**src/rtl/uart_pkg.sv**
```systemverilog
// Shared UART definitions used by the RX buffer and the upcoming TX FIFO.
package uart_pkg;
    localparam int UART_DATA_W        = 8;
    localparam int UART_RX_FIFO_DEPTH = 16;

    typedef logic [UART_DATA_W-1:0] uart_byte_t;
endpackage

```
**src/rtl/uart_fifo_mem.sv**
```systemverilog
// DEPTH x WIDTH FIFO storage: registered write, combinational read.
module uart_fifo_mem #(
    parameter int DEPTH = 16,
    parameter int WIDTH = 8
) (
    input  logic                     clk,
    input  logic                     we,
    input  logic [$clog2(DEPTH)-1:0] wr_addr,
    input  logic [WIDTH-1:0]         wr_data,
    input  logic [$clog2(DEPTH)-1:0] rd_addr,
    output logic [WIDTH-1:0]         rd_data
);
    // Contents are deliberately left unreset so the array maps onto plain RAM.
    logic [WIDTH-1:0] mem_reg [DEPTH];

    always_ff @(posedge clk) begin
        if (we) begin
            mem_reg[wr_addr] <= wr_data;
        end
    end

    assign rd_data = mem_reg[rd_addr];
endmodule

```
**src/rtl/uart_rx_fifo.sv**
```systemverilog
// Receive buffer behind uart_rx: FWFT byte FIFO with sticky BREAK/overflow flags.
module uart_rx_fifo
    import uart_pkg::*;
#(
    parameter int DEPTH = UART_RX_FIFO_DEPTH,
    parameter int WIDTH = UART_DATA_W
) (
    input  logic                   clk,
    input  logic                   reset,
    input  logic                   uart_rx_valid,
    input  logic [WIDTH-1:0]       uart_rx_data,
    input  logic                   uart_rx_break,
    input  logic                   flush,
    input  logic                   clr_status,
    output logic                   rd_valid,
    input  logic                   rd_ready,
    output logic [WIDTH-1:0]       rd_data,
    output logic [$clog2(DEPTH):0] count,
    output logic                   full,
    output logic                   overflow,
    output logic                   rx_break
);
    localparam int              AW         = $clog2(DEPTH);
    localparam logic [AW-1:0]   PTR_ONE    = AW'(1);
    localparam logic [AW:0]     COUNT_ONE  = (AW+1)'(1);
    localparam logic [AW:0]     COUNT_FULL = (AW+1)'(DEPTH);

    logic [AW-1:0] wr_ptr_reg, wr_ptr_next;
    logic [AW-1:0] rd_ptr_reg, rd_ptr_next;
    logic [AW:0]   count_reg, count_next;
    logic          overflow_reg, overflow_next;
    logic          rx_break_reg, rx_break_next;
    logic [WIDTH-1:0] mem_rd_data;

    logic push, pop, full_int, accept, ovf_set, brk_set;

    assign full_int = (count_reg == COUNT_FULL);
    assign push     = uart_rx_valid & ~uart_rx_break;
    assign pop      = (count_reg != '0) & rd_ready;
    // A full FIFO still takes a byte when the consumer frees a slot in the same cycle.
    assign accept   = push & (~full_int | pop) & ~flush;
    assign ovf_set  = push & full_int & ~pop & ~flush;
    assign brk_set  = uart_rx_valid & uart_rx_break;

    always_comb begin
        wr_ptr_next   = wr_ptr_reg;
        rd_ptr_next   = rd_ptr_reg;
        count_next    = count_reg;
        overflow_next = (overflow_reg & ~clr_status) | ovf_set;
        rx_break_next = (rx_break_reg & ~clr_status) | brk_set;
        if (flush) begin
            wr_ptr_next = '0;
            rd_ptr_next = '0;
            count_next  = '0;
        end else begin
            if (accept) begin
                wr_ptr_next = wr_ptr_reg + PTR_ONE;
            end
            if (pop) begin
                rd_ptr_next = rd_ptr_reg + PTR_ONE;
            end
            if (accept && !pop) begin
                count_next = count_reg + COUNT_ONE;
            end else if (pop && !accept) begin
                count_next = count_reg - COUNT_ONE;
            end
        end
    end

    always_ff @(posedge clk or posedge reset) begin
        if (reset) begin
            wr_ptr_reg   <= '0;
            rd_ptr_reg   <= '0;
            count_reg    <= '0;
            overflow_reg <= 1'b0;
            rx_break_reg <= 1'b0;
        end else begin
            wr_ptr_reg   <= wr_ptr_next;
            rd_ptr_reg   <= rd_ptr_next;
            count_reg    <= count_next;
            overflow_reg <= overflow_next;
            rx_break_reg <= rx_break_next;
        end
    end

    uart_fifo_mem #(
        .DEPTH (DEPTH),
        .WIDTH (WIDTH)
    ) u_mem (
        .clk     (clk),
        .we      (accept),
        .wr_addr (wr_ptr_reg),
        .wr_data (uart_rx_data),
        .rd_addr (rd_ptr_reg),
        .rd_data (mem_rd_data)
    );

    // Masking keeps rd_data at zero out of reset, when storage is still uninitialised.
    assign rd_data  = (count_reg != '0) ? mem_rd_data : '0;
    assign rd_valid = (count_reg != '0);
    assign count    = count_reg;
    assign full     = full_int;
    assign overflow = overflow_reg;
    assign rx_break = rx_break_reg;
endmodule

```
**config.mk**
```make
export PLATFORM = sky130hd
export DESIGN_NAME = uart_rx_fifo
export DESIGN_NICKNAME = d
export VERILOG_FILES = /design/src/rtl/uart_pkg.sv /design/src/rtl/uart_fifo_mem.sv /design/src/rtl/uart_rx_fifo.sv
export SDC_FILE = /design/constraint.sdc
export NUM_CORES = 1
export LEC_CHECK = 0
export ABC_CLOCK_PERIOD_IN_PS = 3060
export BUFFER_PORTS_ARGS = -buffer_cell sky130_fd_sc_hd__buf_2
export CORE_UTILIZATION = 40
export DETAILED_ROUTE_END_ITERATION = 6
export GPL_ROUTABILITY_DRIVEN = 0
export PLACE_DENSITY = 0.56
export SETUP_SLACK_MARGIN = 0.02
export SKIP_LAST_GASP = 1
export SYNTH_ARGS = -nofsm -noshare
export SYNTH_HDL_FRONTEND = slang
export SYNTH_SLANG_ARGS = --single-unit
```
**constraint.sdc**
```tcl
create_clock -name clk -period 3.06 [get_ports clk]
set_input_delay 0.306 -clock clk [delete_from_list [all_inputs] [get_ports clk]]
set_output_delay 0.306 -clock clk [all_outputs]
set_load 0.01 [all_outputs]
```
* Word level (Yosys, flattened, before mapping)
Memory sizes are Yosys's and may differ from the RTL's.
Index checks and enable logic that the tools add are counted.
** Word-level totals
- Flip-flop bits (word level) :: 15
- Memory bits (writable) :: 128
- Memories kept :: 1
** Operators by class
- Add/subtract/negate cells :: 4
- Eq/ne operators :: 1
- Mux-type cells :: 10
- Bitwise operators :: 18
- Reduce and logical (&&, ||, !) cells :: 8
** Memories
- u_mem.mem_reg :: depth 16, width 8, read ports 1, clocked after memory_dff 0, write ports 1, line uart_fifo_mem.sv:14 : logic [WIDTH-1:0] mem_reg [DEPTH];
** Operators by type and width (number)
- $mux W4 :: 4
- $mux W5 :: 3
- $and A1 B1 Y1 :: 10
- $add A4 B1 Y4 const B :: 2
- $mux W8 :: 1
- $add A5 B1 Y5 const B :: 1
- $eq A5 B5 Y1 const B :: 1
- $not A1 Y1 :: 5
- $reduce_bool A5 Y1 :: 1
- $sub A5 B1 Y5 const B :: 1
- $reduce_bool A2 Y1 :: 2
- $or A1 B1 Y1 :: 3
- $reduce_bool A3 Y1 :: 1
- $logic_and A1 B1 Y1 :: 2
- $logic_not A1 Y1 :: 2
- $mux W1 :: 2

* Logic depth before layout (Yosys ltp)
Gate-level depths: netlist of run 1.
- Word-level depth :: 10
- Mapped depth :: 9

* Modules after synthesis
Synthesis of run 1 repeated with hierarchy kept, for this count alone.
** Unflattened totals
- Cells, all modules :: 331
- Area total of the unflattened synthesis :: 5998.3 µm²
** Modules (own cells, without submodules)
- uart_fifo_mem :: instances 1, cells an instance 221, area each 4987.3 µm², seq. area each 3843.7 µm²
- uart_rx_fifo :: instances 1, cells an instance 110, area each 1011.0 µm², seq. area each 375.4 µm²

* Worst setup path after synthesis of run 1
Ideal clock, no wire load.
- Kind :: reg2reg
- From :: reg count_reg[0], in the netlist count[0]
- To :: reg count_reg[4], in the netlist count[4]
- Library setup time :: 78 ps
- Arrival time :: 2812 ps
- Required time :: 2982 ps
- Slack :: 169 ps
- Cell stages (with the launch flop) :: 10
- Period minus slack after synthesis :: 2891 ps
- Path through :: dfrtp_1 -> or4_1 -> buf_2 -> mux2_4 -> nand2b_1 -> ha_1 -> a21oi_1 -> a211o_1 -> o221a_2 -> a21oi_1
** On the way
- Longest elaborated chain between the ends :: 8
** Ends and longest elaborated chain
- start: declaration :: line uart_rx_fifo.sv:30 : logic [AW:0] count_reg, count_next;
- start signal: assignment :: line uart_rx_fifo.sv:80 : count_reg <= count_next;
- $reduce_bool A5 Y1 / $eq A5 B5 Y1 (equally long branches) :: line uart_rx_fifo.sv:39, uart_rx_fifo.sv:37
- $and A1 B1 Y1 / $not A1 Y1 (equally long branches) :: line uart_rx_fifo.sv:39, uart_rx_fifo.sv:41
- $or A1 B1 Y1 :: line uart_rx_fifo.sv:41 : assign accept = push & (~full_int | pop) & ~flush;
- $and A1 B1 Y1 (2 in a row) :: line uart_rx_fifo.sv:41
- $logic_and A1 B1 Y1 / $logic_not A1 Y1 (equally long branches) :: line uart_rx_fifo.sv:62, uart_rx_fifo.sv:64
- $mux W5 / $logic_and A1 B1 Y1 (equally long branches) :: line uart_rx_fifo.sv:62, uart_rx_fifo.sv:64
- $mux W5 / $reduce_bool A3 Y1 (equally long branches)
Parallel ways exist; a longest one is shown, timed or not. The select of a mux whose other input is x is not followed.
A chain may end at the register's enable or synchronous reset.

* Worst setup path after layout of run 1
- From :: reg count_reg[3], in the netlist count[3]
- To :: reg count_reg[4], in the netlist count[4]
The elaborated chain is that of the path after synthesis.

==> key figures, run 1 <==
Power and ir drop
  • Leak pwr: 2.445 nW
  • Power density cells: 785.8 mW/mm²
  • Pwr Total: 5.602 mW
  • Worst vdd ir: 0.0004124 V

Timing
  • Relative slew margins: 60.32%
  • Max Freq: 341.5 MHz
  • Final setup violation count: 0
  • Final Skew: 0.006880 ns
  • Hold Slack: 0.08392 ns
  • RSZ-0062 raised after global routing: false
  • Minimum clock period: 2.928 ns
  • Pins Over Slew Limit: 0
  • Fin. Hold Viols: 0
  • Period utilization: 95.69%
  • Setup tns final: 0 ns
  • Least-Margin Pin Slew: 0.5945 ns
  • Setup ws final: 0.1319 ns

Layout
  • Filler cell count: 1,207
  • Largest register FFs: 128
  • Layout Area Growth over Synthesis: 20.27%
  • Antenna Cells: 0
  • Most frequent cells in the layout: edfxtp_1, mux4_2, buf_2
  • Final instance area: 0.007128 mm²
  • Register area: 0.004220 mm²
  • Most common cell after layout, fill and taps aside: edfxtp_1
  • Multi-input logic area: 0.001608 mm²
  • Fin nets: 409
  • Share of cells above drive strength 1: 32.24%

Clock tree
  • H-tree Lvls: 4
  • Clk_lat worst skew: 0.41 ns
  • Reg clk slew, reported paths: 0.06 ns
  • Num CTS Buffers: 17
  • Post-CTS Setup Bufs: 0
  • CTS tree: built
  • Clock Tree Buf Depth: 2
  • CTS root buf: clkbuf_16
  • Clock sink total: 143
  • Cts repair resizes: 0

Synth
  • Number of synthesis warnings: 0
  • Mux contribution to synthesized area: 16.04%
  • Post-Syn Area: 0.005927 mm²
  • Cells after Synth: 322
  • Syn_nets: 347
  • Adder-cell area share of the yosys netlist: 2.238%
  • Synth Area in Simple Gates: 4.539%
  • Synth unique cells: 36
  • Compound-Gate Fraction of Synth Area: 3.272%
  • Synth Register Bits: 143
  • Seq/Total Area, Yosys: 71.18%
  • Synthesized area per cell: 18.41 µm²
  • Largest family of logic cells by synthesized area: multiplexers
  • Post-Synth XOR/XNOR Area: 1.034%

Critical path
  • CP startpoint kind: register
  • Cell Chain, Critical Path: or4_1 > mux2_4 > nand2b_1 > ha_1 > a21oi_1 > a211o_1 > o221a_2 > a21oi_1
  • Critical path peak fanout: 5
  • Slowest CP cell: or4_1
  • Most used cell, CP: a21oi_1
  • Arrival @ worst endpoint: 3.26 ns
  • Critical R2R Launch: count[3]$_DFFE_PP0P_
  • R2R cell count: 8
  • Setup CP Type: reg -> reg
  • R2r setup slk: 0.13 ns
  • Crit path largest cell delay: 0.53 ns
  • Reg-to-Reg End: count[4]$_DFFE_PP0P_
  • Worst Path Required: 3.39 ns
  • CP Capture Type: register

Die
  • Boundary pin count: 32
  • Starting density of the core: 40.94%
  • Die width: 123.7 µm
  • Die Ht: 123.7 µm
  • Core area: 0.01448 mm²
  • Die area: 0.01531 mm²
  • Placement Rows: 44

Global routing
  • Tot GR Track Use: 17.51%
  • Grt ovf: 0
  • Vias in the first global route: 3,147
  • Antenna violations before repair: 0
  • Largest net degree at the start of global routing: 25
  • First-pass GRT wire length: 18,290 µm

Place
  • Placed Area: 0.006466 mm²
  • DP HPWL: 7658 µm
  • Post-placement setup slack: 0.2026 ns
  • Number of buffers added on ports: 31

Routing
  • WL final: 11,900 µm
  • First-pass iteration count of the detailed router: 4
  • Routed via count: 3,052
  • Vias per inst: 5.253
  • Remaining antenna violation count: 0
  • DRC viols: 0
  • Wire per inst: 20.49 µm
  • Drt initial violations: 268

Min path
  • Worst hold path depth: 2
  • Hold Path End: overflow$_DFF_PP0_
  • Hold_sp: clr_status
  • Min-Delay Path Class: in -> reg

Job
  • Maxcap violations: 0

Outcome
  • Status: complete, no violations
[what timing repair did]
| item | 4_1_cts | 5_1_grt |
|---|---|---|
| hold endpoints to repair | 15 | 0 |
| hold buffers | 1 | 0 |
| endpoints found under the setup margin | 0 | 0 |
[synth_stat cells]
cell type	number	area, µm²
xnor2_1	4	35.03
edfxtp_1	128	3844
mux2_4	1	15.01
o21ai_0	2	10.01
nand4b_1	1	8.760
buf_1	2	7.510
and2_1	1	6.260
fa_1	1	20.02
a21oi_1	6	30.03
nor2b_1	3	18.77
nor2_1	22	82.58
o211ai_1	2	15.01
nand3_1	7	35.03
a211o_1	2	17.52
nand4_1	1	6.260
mux4_2	32	720.7
or4_1	1	7.510
a211oi_1	3	22.52
ha_1	9	112.6
nor3_1	4	20.02
inv_1	6	22.52
nand2_1	9	33.78
mux2i_1	17	170.2
mux2_2	4	45.04
nor4_1	1	6.260
and3_1	1	6.260
a21o_1	1	7.510
clkbuf_1	8	30.03
o22ai_1	8	50.05
buf_2	8	40.04
dfrtp_1	15	375.4
a22oi_4	1	21.27
xor2_1	3	26.28
o21ai_2	1	8.760
nand2b_1	6	37.54
o221a_2	1	11.26
[kinds of logic after synthesis]
group,after synthesis
and+or+nand+nor,57
DFF,143
AOI/OAI and AO/OA,27
xor gates and xnor gates,7
muxes,54
buffers and inverters,24
adders and majority gates,10
[stage by stage]
step	util, %	instances
after detailed placement	44.66	548
after CTS	49.23	581
after floorplan	-	322
final	49.23	581
after global routing	49.23	581
after global placement	44.66	548
[report_power, final]
| part | total, mW | switching, mW | internal, mW |
|---|---|---|---|
| combinational | 1.10 | 0.574 | 0.530 |
| clock | 2.27 | 0.748 | 1.52 |
| sequential | 2.23 | 0.0541 | 2.17 |
[worst max-delay path: cells and delay by family (launching register included)]
| kind | cells | cell delay (ns) |
|---|---|---|
| AO/OA/AOI/OAI | 4 | 0.90 |
| AND/OR/NAND/NOR | 2 | 0.78 |
| flip-flops | 1 | 0.42 |
| multiplexers | 1 | 0.34 |
| adder cells (fa/ha/maj) | 1 | 0.40 |
[layer usage]
layer	share of wire [%]	up-vias	GRT usage, %
met5	0	-	0
met4	1.4	0	6.551
met3	4.4	13	5.220
met2	50	76	28.99
met1	44	1555	21.64
li1	-	1408	-
[worst max-delay path by stage]
stage                         startpoint              endpoint  slack [ns]  cells after the start
global placement    count[3]$_DFFE_PP0P_  count[4]$_DFFE_PP0P_        0.27                      8
finish              count[3]$_DFFE_PP0P_  count[4]$_DFFE_PP0P_        0.13                      8
detailed placement  count[3]$_DFFE_PP0P_  count[4]$_DFFE_PP0P_        0.20                      8
global route        count[3]$_DFFE_PP0P_  count[4]$_DFFE_PP0P_        0.02                      8
CTS                 count[3]$_DFFE_PP0P_  count[4]$_DFFE_PP0P_        0.15                      8
floorplan           count[0]$_DFFE_PP0P_  count[4]$_DFFE_PP0P_        0.17                      9
[final cells by class]
class	count	area share (%)
flip-flops and latches	143	59.21
multi-input cells	155	22.56
clock buffers	20	6.126
repair buffers	61	5.547
well taps	184	3.230
clock inverters	12	3.019
inverters	6	0.3160
(Power assumes the default switching activity.)
==> run 2: changes to the inputs <==
- CORE_UTILIZATION: 40 -> 55
- PLACE_DENSITY: 0.56 -> 0.74
==> run 2 against run 1 <==
  * Highest routed layer unchanged
  * Fmax increased by 1.7%
  * Non-clock buffer count decreased by 4
  * Sequential share of layout area increased by 1.6 points
  * Combinational power decreased by 4%
  * Sequential power about the same
  * Final area decreased by 2.6%
  * Sequential cell count unchanged
  * Power decreased by 8.0%
  * Clock power decreased by 19%
  * Global-route usage increased by 4.9 points
  * Largest cell class unchanged
  * Count of clock-buffer cells in the layout decreased by 3
  * Utilization increased by 18 points
==> key figures, run 2 (synthesis results as in run 1) <==
Clock tree
  • Num CTS Buffers: 17
  • Clk_lat worst skew: 0.52 ns
  • H-tree Lvls: 4
  • Reg clk slew, reported paths: 0.07 ns
  • Clock sink total: 143
  • CTS root buf: clkbuf_8
  • CTS tree: built
  • Clock Tree Buf Depth: 2

Power and ir drop
  • Power density cells: 741.9 mW/mm²
  • Psw: 1.446 mW
  • Sequential power share: 43.4%
  • Int Power: 3.705 mW
  • Switching Fraction: 28.07%
  • Pwr Total: 5.151 mW
  • Clock power share: 36.0%
  • Logic pwr share: 20.6%
  • Worst vdd ir: 0.0004472 V
  • Leak pwr: 2.360 nW

Routing
  • Remaining antenna violation count: 0
  • Routed wl met3: 845 µm
  • WL final: 11,280 µm
  • Routed via count: 3,105
  • DRC viols: 0
  • Met1 wire length: 4469 µm
  • First-pass iteration count of the detailed router: 5
  • Top layer used by detailed routing: met4
  • Wire per inst: 21.37 µm
  • WL met2: 5847 µm
  • Drt initial violations: 197
  • Vias per inst: 5.881

Global routing
  • Antenna violations before repair: 0
  • Largest net degree at the start of global routing: 27
  • Grt ovf: 0
  • Vias in the first global route: 3,216
  • First-pass GRT wire length: 17,640 µm
  • Tot GR Track Use: 22.39%

Timing
  • Fin. Hold Viols: 0
  • Relative slew margins: 59.24%
  • Final setup violation count: 0
  • Max Freq: 347.4 MHz
  • Hold Slack: 0.02326 ns
  • Period utilization: 94.06%
  • Final Skew: 0.008900 ns
  • Pins Over Slew Limit: 0
  • RSZ-0062 raised after global routing: false
  • Setup tns final: 0 ns
  • Least-Margin Pin Slew: 0.6107 ns
  • Minimum clock period: 2.878 ns

Die
  • Placement Rows: 37
  • Starting density of the core: 57.15%
  • Die Ht: 105.8 µm
  • Boundary pin count: 32
  • Die area: 0.01120 mm²
  • Core area: 0.01037 mm²
  • Die width: 105.8 µm

Layout
  • Antenna Cells: 0
  • Fin nets: 405
  • Filler cell count: 703
  • Multi-input logic area: 0.001623 mm²
  • Share of cells above drive strength 1: 32.91%
  • Final core utilization: 66.95%
  • Most frequent cells in the layout: edfxtp_1, mux4_2, buf_2
  • Most common cell after layout, fill and taps aside: edfxtp_1
  • Largest register FFs: 128
  • Final std cells w/o fill: 528
  • Register area: 0.004220 mm²
  • Layout Area Growth over Synthesis: 17.14%

Critical path
  • Setup CP Type: reg -> reg
  • Critical path peak fanout: 6
  • CP Capture Type: register
  • Delay-heaviest family, CP: simple AND/OR/NAND/NOR gates
  • Critical R2R Launch: count[1]$_DFFE_PP0P_
  • CP startpoint kind: register
  • R2r setup slk: 0.18 ns
  • Cell Chain, Critical Path: or4_1 > mux2_4 > nand2b_2 > ha_1 > nand3_1 > a211o_1 > o221a_2 > a21oi_1
  • R2R cell count: 8
  • Crit path largest cell delay: 0.58 ns
  • Critical path depth: 8
  • Reg-to-Reg End: count[4]$_DFFE_PP0P_
  • Slowest CP cell: or4_1
  • Arrival @ worst endpoint: 3.33 ns
  • Worst Path Required: 3.51 ns
  • Buf+Inv Stages, Crit Path: 0

Outcome
  • Status: complete, no violations

Place
  • DP HPWL: 7031 µm
  • Number of buffers added on ports: 31
  • Placed Cells: 495

Min path
  • Hold Path End: rx_break$_DFF_PP0_
  • Worst hold path depth: 3
  • Min-Delay Path Class: in -> reg
  • Hold_sp: uart_rx_break

Job
  • Maxcap violations: 0
-- run 2: worst max path at each step --
| stage | start | to |
|---|---|---|
| 2_1_floorplan | count[0]$_DFFE_PP0P_ | count[4]$_DFFE_PP0P_ |
| 3_3_place_gp | count[1]$_DFFE_PP0P_ | count[4]$_DFFE_PP0P_ |
| 3_5_place_dp | count[1]$_DFFE_PP0P_ | count[4]$_DFFE_PP0P_ |
| 4_1_cts | count[1]$_DFFE_PP0P_ | count[4]$_DFFE_PP0P_ |
| 5_1_grt | count[1]$_DFFE_PP0P_ | count[4]$_DFFE_PP0P_ |
| 6_report | count[1]$_DFFE_PP0P_ | count[4]$_DFFE_PP0P_ |
-- run 2: per-stage QoR --
| step | area (µm²) | worst slack [ns] |
|---|---|---|
| detailed placement | 6369 | 0.1480 |
| floorplan | 5927 | 0.1694 |
| global placement | 6369 | 0.2151 |
| global route | 6943 | 0.05840 |
| finish | 6943 | 0.1817 |
| CTS | 6928 | 0.1176 |
-- run 2: layout make-up --
cell class,count,share of cell area [%]
Clock buffer,17,5.965
Inverter,6,0.3244
Clock inverter,14,1.802
Multi-Input combinational cell,155,23.37
Timing Repair Buffer,57,5.298
Sequential cell,143,60.79
Tap cell,136,2.451
-- run 2: power groups by stage --
stage | Clock, mW | Sequential [mW] | Combinational (mW)
after detailed placement | 0 | 2.28 | 1.06
after floorplan | 0 | 2.26 | 0.738
final | 1.85 | 2.24 | 1.06
after global routing | 1.96 | 2.25 | 1.15
after CTS | 1.88 | 2.24 | 1.07
after global placement | 0 | 2.27 | 1.03
-- run 2: tightest hold or removal path, cell delays in order --
cell     delay [ns]
buf_2          0.08
nand2_1        0.05
o21ai_0        0.07
-- run 2: repair_timing --
item	in CTS	in global routing
gates resized for setup	0	2
endpoints found under the hold margin	17	0
endpoints found under the setup margin	0	1
hold buffers	2	0
setup buffers	0	0
-- run 2: per-layer routing --
layer | vias to the layer above | GRT usage (%)
met2 | 131 | 36.74
met3 | 11 | 5.813
met1 | 1559 | 28.98
met5 | - | 0
met4 | 0 | 8.333
li1 | 1404 | -
==> run 3: changes to the inputs <==
--- a/config.mk
+++ b/config.mk
@@ -8,8 +8,9 @@
 export ABC_CLOCK_PERIOD_IN_PS = 3060
 export BUFFER_PORTS_ARGS = -buffer_cell sky130_fd_sc_hd__buf_2
-export CORE_UTILIZATION = 55
+export CORE_UTILIZATION = 57
+export CTS_BUF_LIST = sky130_fd_sc_hd__clkbuf_4 sky130_fd_sc_hd__clkbuf_8
 export DETAILED_ROUTE_END_ITERATION = 6
 export GPL_ROUTABILITY_DRIVEN = 0
-export PLACE_DENSITY = 0.74
+export PLACE_DENSITY = 0.76
 export SETUP_SLACK_MARGIN = 0.02
 export SKIP_LAST_GASP = 1
==> constraint.sdc (replaced) <==
create_clock -name clk -period 3.06 [get_ports clk]
set_input_delay 0 -clock clk [delete_from_list [all_inputs] [get_ports clk]]
set_output_delay 0 -clock clk [all_outputs]
set_load 0.01 [all_outputs]
==> run 3 against run 2 <==
  * First-iteration DRC count fell by 1.0%
  * Sequential power rose by 2%
  * Hold slack better by 0.13 ns
  * Via count up 2.1%
  * Cell count up 2.8%
  * Fmax decreased by 1.4%
  * Sequential share of layout area shrank 0.11 points
  * Utilization is 3.2 points higher
  * Highest routed layer unchanged
==> key figures, run 3 (synthesis results as in run 1) <==
Min path
  • Hold_sp: uart_rx_valid
  • Min-Delay Path Class: in -> reg
  • Hold Path End: wr_ptr_reg[2]$_DFFE_PP0P_
  • Worst hold path depth: 6

Clock tree
  • CTS tree: built
  • Clock sink total: 143
  • H-tree Lvls: 4
  • Clk_lat worst skew: 0.44 ns
  • Clock Tree Buf Depth: 2
  • CTS root buf: clkbuf_8
  • Num CTS Buffers: 17
  • Reg clk slew, reported paths: 0.08 ns

Critical path
  • R2R cell count: 8
  • Cell Chain, Critical Path: or4_1 > mux2_4 > nand2b_2 > ha_1 > nand3_1 > a211o_1 > o221a_2 > a21oi_1
  • Critical path peak fanout: 6
  • Crit path largest cell delay: 0.59 ns
  • Worst Path Required: 3.42 ns
  • CP Capture Type: register
  • Arrival @ worst endpoint: 3.28 ns
  • Critical R2R Launch: count[1]$_DFFE_PP0P_
  • R2r setup slk: 0.14 ns
  • Slowest CP cell: or4_1
  • Setup CP Type: reg -> reg
  • CP startpoint kind: register
  • Reg-to-Reg End: count[4]$_DFFE_PP0P_

Power and ir drop
  • Power density cells: 687.5 mW/mm²
  • Clock power share: 30.8%
  • Psw: 1.275 mW
  • Switching Fraction: 26.67%
  • Sequential power share: 47.7%
  • Logic pwr share: 21.5%
  • Pwr Total: 4.782 mW
  • Worst vdd ir: 0.0004297 V
  • Int Power: 3.507 mW
  • Leak pwr: 2.376 nW

Timing
  • Minimum clock period: 2.919 ns
  • Setup ws final: 0.1410 ns
  • Final Skew: 0.01016 ns
  • Setup tns final: 0 ns
  • Hold Slack: 0.1579 ns
  • Max Freq: 342.6 MHz
  • Relative slew margins: 44.18%
  • Final setup violation count: 0
  • Pins Over Slew Limit: 0
  • Fin. Hold Viols: 0
  • Least-Margin Pin Slew: 0.8373 ns
  • RSZ-0062 raised after global routing: false
  • Period utilization: 95.39%

Place
  • Placed Cells: 496
  • Post-placement setup slack: 0.1170 ns
  • DP HPWL: 7199 µm
  • Number of buffers added on ports: 31
  • Placed Area: 0.006395 mm²

Layout
  • Final instance area: 0.006955 mm²
  • Fin nets: 422
  • Most common cell after layout, fill and taps aside: edfxtp_1
  • Final std cells w/o fill: 543
  • Most frequent cells in the layout: edfxtp_1, mux4_2, buf_2
  • Layout Area Growth over Synthesis: 17.35%
  • Final core utilization: 70.19%
  • Filler cell count: 638
  • Register area: 0.004220 mm²
  • Antenna Cells: 0
  • Share of cells above drive strength 1: 31.71%
  • Multi-input logic area: 0.001623 mm²
  • Largest register FFs: 128

Routing
  • First-pass iteration count of the detailed router: 4
  • Routed via count: 3,170
  • Vias per inst: 5.838
  • WL final: 11,110 µm
  • DRC viols: 0
  • Drt initial violations: 195
  • Wire per inst: 20.47 µm
  • Remaining antenna violation count: 0

Global routing
  • Vias in the first global route: 3,359
  • Antenna violations before repair: 0
  • Largest net degree at the start of global routing: 23
  • Grt ovf: 0
  • Tot GR Track Use: 22.49%
  • First-pass GRT wire length: 17,640 µm

Die
  • Die Ht: 104.0 µm
  • Die width: 104.0 µm
  • Placement Rows: 36
  • Starting density of the core: 59.81%
  • Die area: 0.01081 mm²
  • Core area: 0.009910 mm²
  • Boundary pin count: 32

Outcome
  • Status: complete, no violations

Job
  • Maxcap violations: 0
==> run 3: cell count changes in the layout (fill, tap and decap cells not counted) <==
cell and delta:
clkbuf_16 -16, clkbuf_8 +16, dlygate4sd3_1 +13, inv_6 -5
buf_4 +4, clkinv_1 +4, bufinv_16 +3, inv_8 -3
clkbuf_4 +2, clkinv_2 +2, clkinv_4 -1, clkinvlp_4 -1
==> run 3: layer usage <==
layer	vias to the layer above	share of wire (%)	track usage [%]
li1	1432	-	-
met1	1651	44	28.68
met2	78	51	38.00
met3	9	4.1	6.140
met4	0	0.95	6.633
met5	-	0	0
==> run 3: layout make-up <==
class / count / share of cell area (%)
repair buffers: 74 / 7.591
flip-flops and latches: 143 / 60.68
well taps: 133 / 2.393
inverters: 6 / 0.3238
clock buffers: 19 / 3.580
multi-input cells: 155 / 23.33
clock inverters: 13 / 2.105
==> run 3: critical path: cells and delay by family, from the launching register on <==
family                   cells  cell delay, ns
AO/OA/AOI/OAI                3            0.71
flip-flops                   1            0.46
multiplexers                 1            0.34
adder cells (fa/ha/maj)      1            0.35
AND/OR/NAND/NOR              3            0.99
==> run 3: how the worst max path moves through the flow <==
| stage | start | endpoint | slack, ns | depth (start not counted) |
|---|---|---|---|---|
| floorplan | count[0]$_DFFE_PP0P_ | count[4]$_DFFE_PP0P_ | 0.17 | 9 |
| global placement | count[1]$_DFFE_PP0P_ | count[4]$_DFFE_PP0P_ | 0.22 | 8 |
| detailed placement | count[1]$_DFFE_PP0P_ | count[4]$_DFFE_PP0P_ | 0.12 | 8 |
| CTS | count[1]$_DFFE_PP0P_ | count[4]$_DFFE_PP0P_ | 0.09 | 8 |
| global route | count[1]$_DFFE_PP0P_ | count[4]$_DFFE_PP0P_ | 0.03 | 8 |
| finish | count[1]$_DFFE_PP0P_ | count[4]$_DFFE_PP0P_ | 0.14 | 8 |
==> run 3: what timing repair did <==
action / in CTS / in global routing
setup endpoints to repair: 0 / 1
hold endpoints to repair: 154 / 0
buffers inserted: 0 / 0
hold buffers: 15 / 0
resized for setup: 0 / 2
==> run 3: power by group through the flow <==
| stage | combinational, mW | sequential, mW | clock (mW) |
|---|---|---|---|
| 2_1_floorplan | 0.738 | 2.26 | 0 |
| 3_3_place_gp | 0.979 | 2.32 | 0 |
| 3_5_place_dp | 1.01 | 2.32 | 0 |
| 4_1_cts | 1.03 | 2.28 | 1.50 |
| 5_1_grt | 1.11 | 2.29 | 1.58 |
| 6_report | 1.03 | 2.28 | 1.47 |
